<file path="config.mk">
export PLATFORM = sky130hd
export DESIGN_NAME = vga_timing_gen
export DESIGN_NICKNAME = d
export VERILOG_FILES = /design/src/rtl/vga_timing_gen.sv
export SDC_FILE = /design/constraint.sdc
export NUM_CORES = 1
export LEC_CHECK = 0
export BUFFER_PORTS_ARGS = -buffer_cell sky130_fd_sc_hd__buf_2
export CAP_MARGIN = 20
export CORE_ASPECT_RATIO = 1.25
export CORE_MARGIN = 10
export CORE_UTILIZATION = 30
export DETAILED_ROUTE_END_ITERATION = 7
export PLACE_DENSITY = 0.55
export SLEW_MARGIN = 0
export SYNTH_ARGS = -nofsm -noshare
export SYNTH_HDL_FRONTEND = slang
export SYNTH_SLANG_ARGS = --single-unit
</file>
<file path="constraint.sdc">
create_clock -name clk -period 2.9 [get_ports clk]
set_clock_uncertainty 0.05 [all_clocks]
set_input_delay 0.58 -clock clk [delete_from_list [all_inputs] [get_ports clk]]
set_output_delay 0.58 -clock clk [all_outputs]
set_load 0.02 [all_outputs]
</file>
<file path="src/rtl/vga_timing_gen.sv">
// VGA timing generator: pixel-strobe divider, h/v counters, sync/blank decode
// with a configurable pixel-stage delay, line/frame start pulses and a frame counter.
module vga_timing_gen #(
    parameter int unsigned H_ACTIVE = 640,
    parameter int unsigned H_FP     = 16,
    parameter int unsigned H_SYNC   = 96,
    parameter int unsigned H_BP     = 48,
    parameter int unsigned V_ACTIVE = 480,
    parameter int unsigned V_FP     = 10,
    parameter int unsigned V_SYNC   = 2,
    parameter int unsigned V_BP     = 33,
    parameter int unsigned CLK_DIV  = 2,
    parameter bit          SYNC_POL = 1'b0,
    parameter int unsigned PIPE     = 1,
    parameter int unsigned CW       = 10
) (
    input  logic          clk,
    input  logic          rst,
    input  logic          en,
    output logic          pix_en,
    output logic          vga_clk,
    output logic [CW-1:0] hcount,
    output logic [CW-1:0] vcount,
    output logic          bright,
    output logic          hsync,
    output logic          vsync,
    output logic          vga_blank_n,
    output logic          line_start,
    output logic          frame_start,
    output logic [7:0]    frame_cnt
);

    localparam int unsigned H_TOTAL  = H_ACTIVE + H_FP + H_SYNC + H_BP;
    localparam int unsigned V_TOTAL  = V_ACTIVE + V_FP + V_SYNC + V_BP;
    localparam int unsigned HS_START = H_ACTIVE + H_FP;
    localparam int unsigned HS_END   = HS_START + H_SYNC - 1;
    localparam int unsigned VS_START = V_ACTIVE + V_FP;
    localparam int unsigned VS_END   = VS_START + V_SYNC - 1;
    localparam int unsigned DW       = $clog2(CLK_DIV);

    // Inactive {hsync, vsync, blank_n}: used by reset and every delay stage
    localparam logic [2:0] IDLE_SIG = {~SYNC_POL, ~SYNC_POL, 1'b0};

    logic [DW-1:0] div_cnt;
    logic          h_last;
    logic          v_last;
    logic          hs_raw;
    logic          vs_raw;
    logic [2:0]    raw;

    // Strobe and DAC clock decoded from the divider register; vga_clk rises mid-pixel
    assign pix_en  = en && (div_cnt == DW'(CLK_DIV - 1));
    assign vga_clk = (div_cnt >= DW'(CLK_DIV / 2));

    assign h_last = (hcount == CW'(H_TOTAL - 1));
    assign v_last = (vcount == CW'(V_TOTAL - 1));

    // Undelayed decode of the current counter position
    assign bright = (hcount < CW'(H_ACTIVE)) && (vcount < CW'(V_ACTIVE));
    assign hs_raw = ((hcount >= CW'(HS_START)) && (hcount <= CW'(HS_END))) ? SYNC_POL : ~SYNC_POL;
    assign vs_raw = ((vcount >= CW'(VS_START)) && (vcount <= CW'(VS_END))) ? SYNC_POL : ~SYNC_POL;
    assign raw    = {hs_raw, vs_raw, bright};

    // Divider, pixel/line counters, frame counter and start pulses
    always_ff @(posedge clk) begin
        if (!rst) begin
            div_cnt     <= '0;
            hcount      <= '0;
            vcount      <= '0;
            frame_cnt   <= '0;
            line_start  <= 1'b0;
            frame_start <= 1'b0;
        end else begin
            line_start  <= 1'b0;
            frame_start <= 1'b0;
            if (en) begin
                div_cnt <= (div_cnt == DW'(CLK_DIV - 1)) ? '0 : div_cnt + DW'(1);
            end
            if (pix_en) begin
                if (h_last) begin
                    hcount     <= '0;
                    line_start <= 1'b1;
                    if (v_last) begin
                        vcount      <= '0;
                        frame_start <= 1'b1;
                        frame_cnt   <= frame_cnt + 8'd1;
                    end else begin
                        vcount <= vcount + CW'(1);
                    end
                end else begin
                    hcount <= hcount + CW'(1);
                end
            end
        end
    end

    generate
        if (PIPE == 0) begin : g_nopipe
            assign {hsync, vsync, vga_blank_n} = raw;
        end else begin : g_pipe
            localparam int unsigned SW = 3 * PIPE;
            logic [SW-1:0] stage;

            // Pixel-rate shift register keeping sync/blank aligned with downstream latency
            always_ff @(posedge clk) begin
                if (!rst) begin
                    stage <= {PIPE{IDLE_SIG}};
                end else if (pix_en) begin
                    stage <= SW'({stage, raw});
                end
            end

            assign {hsync, vsync, vga_blank_n} = stage[SW-1 -: 3];
        end
    endgenerate

endmodule

</file>
* After elaboration in Yosys (flattened, before gate mapping)
Index checks and enable logic that the tools add are counted.
** Word-level totals
- Bits in registers :: 34
- Input bits :: 3
- Word-level logic and storage cells :: 35
** Cells by class
- $add $sub $neg :: 4
- Order comparisons :: 7
- Eq/ne operators :: 2
- Mux-type cells :: 7
- Reduce and logical (&&, ||, !) cells :: 8
** Operators with widths (count)
- $add A10 B1 Y10 const B :: 2
- $eq A10 B10 Y1 const B :: 2
- $mux W10 :: 2
- $ge A10 B10 Y1 const B :: 1
- $ge A10 B9 Y1 const B :: 1
- $le A10 B10 Y1 const B :: 1
- $le A10 B9 Y1 const B :: 1
- $lt A10 B10 Y1 const B :: 1
- $lt A10 B9 Y1 const B :: 1
- $add A8 B1 Y8 const B :: 1
- $reduce_and A3 Y1 :: 2
- $mux W1 :: 5
- $logic_and A1 B1 Y1 :: 4
- $reduce_and A2 Y1 :: 2
- $add A1 B1 Y1 const B :: 1
- $ge A1 B1 Y1 const B :: 1

* Depth between registers and ports, before layout
- Word-level depth :: 3
- Gate-level depth with buffers :: 8
- Depth with buffers taken out :: 6

* Worst setup path before layout
No wires, ideal clock.
- Path kind :: register -> register
- Start point :: register hcount[0]
- End point :: register frame_cnt[2]
- Library setup time :: 0.071 ns
- Arrival time :: 2.286 ns
- Data required time :: 2.779 ns
- Setup slack :: 0.493 ns
- Stages on the path, launching flop included :: 8
- Path through :: dfxtp_1 -> ha_1 -> nand4_1 -> or4_4 -> buf_6 -> buf_6 -> or4_1 -> a21oi_1
** Between the ends
- Word-level cells in the longest chain between the ends :: 2
** Ends and longest elaborated chain
- start: declaration :: RTL line 22 : output logic [CW-1:0] hcount,
- start signal: assignment :: RTL line 91 : hcount <= hcount + CW'(1);
- $eq A10 B10 Y1 :: RTL line 55 : assign h_last = (hcount == CW'(H_TOTAL - 1));
- $reduce_and A3 Y1 (no line)
- end signal: assignment :: RTL line 86 : frame_cnt <= frame_cnt + 8'd1;
- end: declaration :: RTL line 30 : output logic [7:0] frame_cnt
No other way between the ends.
A chain may end at the register's enable or synchronous reset.

* Worst setup path after layout
- Start point :: register hcount[0]
- End point :: register vcount[5]
** Between the ends
- Word-level cells in the longest chain between the ends :: 2
** Ends and longest elaborated chain
- $eq A10 B10 Y1 :: RTL line 55
- $reduce_and A2 Y1 (no line)
- end signal: assignment :: RTL line 88 : vcount <= vcount + CW'(1);
- end: declaration :: RTL line 23 : output logic [CW-1:0] vcount,
No other way between the ends.

==> impl_metrics.py <==
metrics = {
    "grt": {
        "grt_overflow": 0,
        "grt_pass1_vias": 1475,
        "grt_max_degree": 36,
        "grt_pass1_wl_mm": 7.11,
        "grt_usage_pct": 9.88,
        "grt_antenna_before_repair": 0,
    },
    "clock_tree": {
        "clock_latency_ns": 0.28,
        "cts_resized": 0,
        "ctsHoldBuffers": 0,
        "cts-root-buf": "clkbuf_8",
        "cts_setup_buffers": 0,
        "clock_sinks": 34,
        "cts_tree": "done",
        "cts_made_buffers": 5,
        "cts.clk_slew.worst_paths_ns": 0.07,
        "cts.htree.levels": 2,
        "cts_buffer_depth": 2,
    },
    "yosys": {
        "yosysMostFrequentCell": "dfxtp_1",
        "synth_edf_count": 0,
        "synth_seq_area_share_pct": 41.3,
        "yosys_warnings": 0,
        "synthFlopType": "dfxtp_1",
        "avgSynthCellArea_um2": 8.54,
        "postSynthCellCount": 193,
        "synth_top_area_share_pct": 41.3,
        "synth_top_area_cell": "dfxtp_1",
        "ys_top_cells_by_count": "dfxtp_1 (34), a21oi_1 (17), nor2_1 (14), nand2_1 (13)",
        "syn_nets": 201,
        "synthArstFlopShare_pct": 0,
        "synth_area_leaders": "dfxtp_1 (41%), a21oi_1 (5.2%), xnor2_1 (4.2%)",
        "synth_area_um2": 1650,
        "ys_seq_elements": 34,
        "synth.distinct_cells": 34,
    },
    "timing": {
        "rsz0062_at_grt": "no",
        "finalHoldViolations": 0,
        "max_freq_mhz": 414,
        "slew_headroom_pct": 63.6,
        "tightest_slew_ns": 0.546,
        "finalSetupTns_ns": 0,
        "setup_viol": 0,
        "slew_violations": 0,
        "fin_crit_sh_pct": 83.2,
        "min_period_ns": 2.41,
    },
    "drt": {
        "wl_per_cell_um": 14.4,
        "drtIter0Drc": 110,
        "wl_met3_um": 195,
        "num_vias": 1530,
        "drt-pass1-iter-count": 4,
        "totalWireLength_mm": 4.24,
        "wl_met2_mm": 1.97,
        "drc": 0,
        "top_layer": "met4",
        "final_antenna_net_count": 0,
        "via_per_inst": 5.19,
        "drt-met1-wl_mm": 1.96,
    },
    "floorplanning": {
        "rows": 30,
        "ioPinCount": 39,
        "start_util_pct": 30.7,
        "coreArea_um2": 5370,
        "fp.dieH_um": 103,
        "die_w_um": 86.3,
        "dieArea_um2": 8880,
    },
    "layout": {
        "nFillCells": 606,
        "nets": 239,
        "stdcell_area_um2": 1960,
        "n_antenna_cell": 0,
        "drive_gt1_share_pct": 22.5,
        "syn2layout_area_growth_pct": 18.8,
        "multiInputGateArea_um2": 862,
        "seqCellArea_um2": 681,
    },
    "critical_path": {
        "crit_path_start_kind": "flop",
        "path_class": "reg2reg",
        "worstPathArrival_ns": 2.58,
        "required_ns": 3.07,
        "max_stage_delay_ns": 0.75,
        "path_max_fanout": 35,
        "path_cells": "ha_1 > nand4_1 > or4_4 > or4_1 > a21oi_1",
        "slowest_stage": "or4_4",
        "endpoint_kind": "flop",
    },
    "min_path": {
        "min_path_type": "reg2reg",
    },
    "placement": {
        "dp_hpwl_mm": 3.04,
        "place_congestion": 0.727,
        "port_buffers": 38,
        "placed_cell_area_um2": 1880,
    },
    "pwr": {
        "power_density_nw_per_um2": 429,
        "irDropWorstVdd_v": 0.000255,
        "p_leak_nw": 0.742,
    },
    "outcome": {
        "status": "finished clean",
    },
    "flow_run": {
        "cap_violations": 0,
    },
}
## layout make-up
class	instances	share of cell area, %
Clock buffer	5	3.51
Clock inverter	2	0.511
Inverter	12	2.30
Multi-Input combinational cell	137	44.0
Sequential cell	34	34.7
Tap cell	64	4.09
Timing Repair Buffer	41	10.9
## logic make-up (layout without fill, tap and decap cells)
| family | Yosys count | count (layout) | synth area share, % |
|---|---|---|---|
| xor gates and xnor gates | 11 | 11 | 5.84 |
| adders and majority gates | 5 | 5 | 3.79 |
| and+or+nand+nor | 79 | 79 | 26.3 |
| buffers and inverters | 22 | 60 | 6.45 |
| DFF | 34 | 34 | 41.3 |
| AOI/OAI and AO/OA | 42 | 42 | 16.3 |
## through the flow
| step | setup slack (ns) | hold slack (ns) | total power [mW] | util [%] | instances |
|---|---|---|---|---|---|
| 3_3_place_gp | 0.512 | 0.413 | 0.524 | 35.0 | 288 |
| 6_report | 0.487 | 0.429 | 0.841 | 36.5 | 295 |
| 2_1_floorplan | 0.493 | 0.485 | 0.509 | - | 193 |
| 5_1_grt | 0.337 | 0.465 | 0.879 | 36.5 | 295 |
| 4_1_cts | 0.492 | 0.435 | 0.852 | 36.5 | 295 |
| 3_5_place_dp | 0.475 | 0.422 | 0.524 | 35.0 | 288 |
## layout by cell type (no fill, tap or decap), drive strengths merged, types with 3 or more instances in the layout
master,netlist,layout
xnor2,8,8
o21ai,7,7
o311ai,3,3
nand3,12,12
or3,6,6
a21oi,17,17
ha,5,5
nand4,8,8
clkbuf,6,5
xor2,3,3
o31ai,8,8
nor2,14,14
nor3,7,7
dfxtp,34,34
inv,12,12
buf,4,41
nand2,13,13
or4,9,9
## path summary, 6_finish.rpt
kind	from	to	slack, ns	depth (start not counted)
worst max register to register	hcount[0]	vcount[5]	0.49	5
worst min-delay path	frame_cnt[7]	frame_cnt[7]	0.43	2
worst max-delay path	hcount[0]	vcount[5]	0.49	5
worst min register to register	frame_cnt[7]	frame_cnt[7]	0.43	2
## worst max-delay path: cells and delay by family (launching register included)
| kind | cells | cell delay [ns] |
|---|---|---|
| simple gates | 3 | 1.51 |
| flops | 1 | 0.42 |
| compound gates | 1 | 0.14 |
| fa+ha+maj | 1 | 0.23 |
## state kept, by name (all words and copies together), names as in the netlist
signal / flops
line_start: 1
hcount: 10
vcount: 10
div_cnt: 1
frame_cnt: 8
frame_start: 1
g_pipe.stage: 3
## report_power, final
part	internal (mW)	total [mW]	switching, mW
Clock	0.161	0.329	0.168
Sequential	0.471	0.475	0.00446
Combinational	0.0109	0.0370	0.0260
## routing by layer
metal	vias up	GRT usage (%)
met5	-	0
met4	0	5.37
met3	11	3.32
met2	33	15.7
met1	707	11.5
li1	779	-
(Power assumes the default switching activity.)
